File: config.mk
export PLATFORM = sky130hd
export DESIGN_NAME = reg_wb_arbiter
export DESIGN_NICKNAME = d
export VERILOG_FILES = /design/src/rtl/reg_wb_arbiter_pkg.sv /design/src/rtl/rr_arb2.sv /design/src/rtl/reg_wb_arbiter.sv
export SDC_FILE = /design/constraint.sdc
export NUM_CORES = 1
export LEC_CHECK = 0
export CELL_PAD_IN_SITES_DETAIL_PLACEMENT = 1
export CELL_PAD_IN_SITES_GLOBAL_PLACEMENT = 1
export CORE_MARGIN = 2
export CORE_UTILIZATION = 28
export DETAILED_ROUTE_END_ITERATION = 8
export PLACE_DENSITY = 0.81
export SETUP_SLACK_MARGIN = 0.05
export SKIP_CTS_REPAIR_TIMING = 1
export SLEW_MARGIN = 40
export SYNTH_ARGS = -nofsm -noshare
export SYNTH_HDL_FRONTEND = slang
export SYNTH_SLANG_ARGS = --single-unit
File: constraint.sdc
create_clock -name CLK -period 1.4 [get_ports CLK]
set_clock_uncertainty 0.05 [all_clocks]
set_input_delay 0.28 -clock CLK [delete_from_list [all_inputs] [get_ports CLK]]
set_output_delay 0.28 -clock CLK [all_outputs]
set_load 0.005 [all_outputs]
File: src/rtl/reg_wb_arbiter_pkg.sv
// Shared definitions for the register-file writeback arbiter: widths,
// requester encoding and the hard-wired zero register.
package reg_wb_arbiter_pkg;
  localparam int DATA_W = 16;
  localparam int ADDR_W = 3;

  localparam logic REQ_ALU = 1'b0;
  localparam logic REQ_MEM = 1'b1;

  localparam logic [ADDR_W-1:0] ZERO_REG = '0;
endpackage

File: src/rtl/rr_arb2.sv
// Two-input round-robin arbiter. req_i/gnt_o bit 0 is the ALU and bit 1 is MEM.
// The pointer always moves to the loser of the last grant, even an uncontended one.
module rr_arb2
  import reg_wb_arbiter_pkg::*;
(
  input  logic       clk_i,
  input  logic       rst_ni,
  input  logic [1:0] req_i,
  output logic [1:0] gnt_o,
  output logic       last_grant_o
);

  logic ptr_q, ptr_d;
  logic last_q, last_d;

  // Grants are gated by reset so that neither requester sees ready while reset is held.
  always_comb begin
    gnt_o = 2'b00;
    if (rst_ni) begin
      if (req_i == 2'b11) begin
        gnt_o = (ptr_q == REQ_MEM) ? 2'b10 : 2'b01;
      end else begin
        gnt_o = req_i;
      end
    end
  end

  always_comb begin
    ptr_d  = ptr_q;
    last_d = last_q;
    if (gnt_o[0]) begin
      ptr_d  = REQ_MEM;
      last_d = REQ_ALU;
    end else if (gnt_o[1]) begin
      ptr_d  = REQ_ALU;
      last_d = REQ_MEM;
    end
  end

  always_ff @(posedge clk_i or negedge rst_ni) begin
    if (!rst_ni) begin
      ptr_q  <= REQ_ALU;
      last_q <= REQ_ALU;
    end else begin
      ptr_q  <= ptr_d;
      last_q <= last_d;
    end
  end

  assign last_grant_o = last_q;

endmodule

File: src/rtl/reg_wb_arbiter.sv
// Shares the register-file write port between the ALU and load writeback paths,
// with a one-deep registered write stage and a pending-write mask for decode.
module reg_wb_arbiter
  import reg_wb_arbiter_pkg::*;
#(
  parameter int DATA_W   = reg_wb_arbiter_pkg::DATA_W,
  parameter int ADDR_W   = reg_wb_arbiter_pkg::ADDR_W,
  parameter int NUM_REGS = 2 ** ADDR_W
) (
  input  logic                CLK,
  input  logic                RST_N,
  input  logic                alu_valid,
  input  logic [ADDR_W-1:0]   alu_reg,
  input  logic [DATA_W-1:0]   alu_data,
  output logic                alu_ready,
  input  logic                mem_valid,
  input  logic [ADDR_W-1:0]   mem_reg,
  input  logic [DATA_W-1:0]   mem_data,
  output logic                mem_ready,
  output logic                RegWrite,
  output logic [ADDR_W-1:0]   writeReg,
  output logic [DATA_W-1:0]   writeValue,
  output logic [NUM_REGS-1:0] busy_mask,
  output logic                last_grant
);

  logic [1:0]        gnt;
  logic [ADDR_W-1:0] sel_reg;
  logic [DATA_W-1:0] sel_data;

  logic              reg_write_q, reg_write_d;
  logic [ADDR_W-1:0] write_reg_q, write_reg_d;
  logic [DATA_W-1:0] write_value_q, write_value_d;

  rr_arb2 u_arb (
    .clk_i        (CLK),
    .rst_ni       (RST_N),
    .req_i        ({mem_valid, alu_valid}),
    .gnt_o        (gnt),
    .last_grant_o (last_grant)
  );

  assign alu_ready = gnt[0];
  assign mem_ready = gnt[1];

  assign sel_reg  = gnt[1] ? mem_reg  : alu_reg;
  assign sel_data = gnt[1] ? mem_data : alu_data;

  // Register 0 is granted like any other write but lands as a zeroed no-op.
  always_comb begin
    reg_write_d   = 1'b0;
    write_reg_d   = write_reg_q;
    write_value_d = write_value_q;
    if (|gnt) begin
      if (sel_reg == ADDR_W'(ZERO_REG)) begin
        write_reg_d   = '0;
        write_value_d = '0;
      end else begin
        reg_write_d   = 1'b1;
        write_reg_d   = sel_reg;
        write_value_d = sel_data;
      end
    end
  end

  always_ff @(posedge CLK or negedge RST_N) begin
    if (!RST_N) begin
      reg_write_q   <= 1'b0;
      write_reg_q   <= '0;
      write_value_q <= '0;
    end else begin
      reg_write_q   <= reg_write_d;
      write_reg_q   <= write_reg_d;
      write_value_q <= write_value_d;
    end
  end

  assign RegWrite   = reg_write_q;
  assign writeReg   = write_reg_q;
  assign writeValue = write_value_q;

  assign busy_mask[0] = 1'b0;

  generate
    for (genvar gi = 1; gi < NUM_REGS; gi++) begin : g_busy
      assign busy_mask[gi] = (reg_write_q && (write_reg_q == ADDR_W'(gi)))
                          || (alu_valid   && (alu_reg     == ADDR_W'(gi)))
                          || (mem_valid   && (mem_reg     == ADDR_W'(gi)));
    end
  endgenerate

endmodule

==> summary.txt <==
STA
  • WHS: -0.0150 ns
  • Max-slew violations: 0
  • Fmax: 0.602 GHz
  • Setup WS post-layout: -0.262 ns
  • Setup violators final: 28
  • RSZ-0062 raised after global routing: true
  • Period utilization: 119%
  • Min cycle time layout: 1.66 ns
  • Endpoints failing hold: 5

Logic synthesis
  • Main synth FF type: dfrtp_1
  • Top-count cell post-synth: nand2_1
  • Seq/Total Area, Yosys: 31.4%
  • Gate Count Post-Synth: 200
  • Post-synth EDFFs: 0
  • Post-synthesis net count: 242
  • Synth Area per Inst: 8.77 um^2
  • Cell area after synthesis: 1750 um^2
  • Ranking of synthesized cells by area: dfrtp_1, o221ai_1, o211ai_1
  • Synth area leader: dfrtp_1
  • Yosys warns: 0
  • Post-synth ARST share: 100%
  • Most instantiated cells after synthesis: nand2_1, dfrtp_1, o221ai_1
  • Synthesized flop and latch total: 22
  • Area share of the largest cell type after synthesis: 31.4%
  • Synth cell types: 39

Route
  • Top sig layer: met4
  • Routed WL per cell: 20.1 um
  • Met2 wire length: 3950 um
  • DR pass1 iterations: 4
  • Met3 routed WL: 281 um
  • Drt drc: 0
  • Drt total wl: 7620 um
  • Starting DRC count in detailed routing: 79
  • ANT nets after route: 0
  • Metal-1 WL: 3310 um
  • Vias per inst: 5.47
  • Vias after detailed routing: 2080

Final layout
  • Synth-to-Final Area Change: 93.9%
  • Fillers: 639
  • Ant diodes: 0
  • Layout Nets: 349
  • Fraction of layout cells with a size suffix above 1: 43.3%

Critical path
  • Crit path max-delay family: simple AND/OR/NAND/NOR gates
  • Worst Path Required: 1.49 ns
  • Worst-path fanout max: 6
  • Worst setup path category: reg2reg
  • Worst path bufs/invs: 2
  • Critical-path top delay cell: dfrtp_1
  • Crit path DAT: 1.75 ns
  • CP peak stage delay: 0.40 ns
  • CP Cell Sequence: nand2b_4 -> and2_4 -> buf_4 -> buf_6 -> mux2i_1 -> o21ai_1
  • CP Capture Type: register
  • Setup crit start kind: register

Hold path
  • Tightest Hold Check Type: in2async

Clock network
  • Root Driver: clkbuf_8
  • Clock Latency Late Sink: 0.26 ns
  • Reg clk slew, reported paths: 0.08 ns
  • Number of H-tree levels: 1
  • Cts bufs inserted: 3
  • CTS tree: yes
  • Clock Sinks: 22
  • Clock tree buffer depth: 2

GRT
  • Initial antenna violation count: 0
  • First-pass GRT wire length: 9870 um
  • Number of global-route vias before repair: 2037
  • Gr usage total: 17.1%
  • Largest net degree at the start of global routing: 35
  • Grt ovf: 0

Power
  • Peak supply drop: 0.317 mV
  • Leakage power: 0.00173 uW
  • Pwr Density: 715 nW/um^2
  • Tot Pwr: 2430 uW

Placement
  • I/O Buffers: 71
  • RePlAce Congestion: 0.837
  • HPWL Detailed: 4320 um

Status
  • Failing checks: negative hold slack, negative setup slack
  • Status: finished, violations left

Floorplanning
  • Core area: 5990 um^2
  • Die Y: 83.2 um
  • Die ar.: 6910 um^2
  • Starting density of the core: 29.3%
  • Die width: 83.2 um
  • I/O pin total: 73
  • Std-Cell Rows: 28

Flow run
  • Maximum capacitance violations: 0
## routing by layer
layer,vias up,global-route usage (%)
met5,-,0
met4,0,4.17
met3,10,2.49
met2,58,31.1
met1,1026,21.1
li1,986,-
## state kept, by name, summed over array words and instances (netlist names)
| signal | cells |
|---|---|
| writeReg | 3 |
| u_arb.ptr_q | 1 |
| RegWrite | 1 |
| u_arb.last_grant_o | 1 |
| writeValue | 16 |
## final cells by class
class | count | area, um^2 | area share (%)
Clock buffer | 3 | 41.3 | 1.21
Inverter | 3 | 11.3 | 0.331
Multi-Input combinational cell | 155 | 1360 | 40.0
Timing Repair Buffer | 122 | 1340 | 39.4
Tap cell | 75 | 93.8 | 2.76
Sequential cell | 22 | 554 | 16.3
## worst paths after layout
path,from,slack [ns],cells past startpoint,end
worst max register to register,u_arb.ptr_q$_DFFE_PN0P_,-0.26,6,writeReg[0]$_DFFE_PN0P_
max in group asynchronous,RST_N,1.05,2,u_arb.ptr_q$_DFFE_PN0P_
min in group CLK,writeValue[15]$_DFFE_PN0P_,0.47,2,writeValue[15]$_DFFE_PN0P_
worst max-delay path,u_arb.ptr_q$_DFFE_PN0P_,-0.26,6,writeReg[0]$_DFFE_PN0P_
worst min register to register,writeValue[15]$_DFFE_PN0P_,0.47,2,writeValue[15]$_DFFE_PN0P_
worst min-delay path,RST_N,-0.01,2,writeReg[0]$_DFFE_PN0P_
## cells in the final DEF, fill, tap and decap left out, types with 3 or more instances in the layout
cell type	instances
o21ai_1	3
clkbuf_8	3
a21boi_2	13
buf_12	5
clkdlybuf4s50_1	32
buf_2	3
and3_1	9
clkbuf_16	5
o22ai_1	9
and3_4	10
o221ai_2	16
o21ai_2	3
o211ai_1	15
inv_1	3
dfrtp_2	3
dfrtp_1	19
o22ai_2	6
nand2_1	24
nor3_1	3
buf_6	9
buf_4	32
dlymetal6s2s_1	33
## power by group
part           leakage [uW]  switching, uW  internal [uW]
Combinational       0.00145            506            697
Clock             0.0000216            210            192
Sequential         0.000264           79.4            745
## stage by stage
stage	instance area, um^2	TNS (ns)	setup WS (ns)	cells	util (%)
after global placement	2680	-20.15	-0.761	357	44.7
final	3400	-3.44	-0.262	380	56.8
after floorplan	1760	-0.345	-0.0542	200	-
after global routing	3400	-5.32	-0.321	380	56.8
after CTS	2720	-18.14	-0.829	360	45.4
after detailed placement	2680	-21.76	-0.826	357	44.7
## logic make-up (layout without fill, tap and decap cells)
family          after synthesis  in the layout  synth area share (%)
flops                        22             22                  31.4
mux                           2              2                  1.14
buf+inv                      25            128                  10.2
simple gates                 70             72                  21.5
other cells                   1              1                 0.214
compound gates               80             80                  35.5
(Power assumes the default switching activity.)
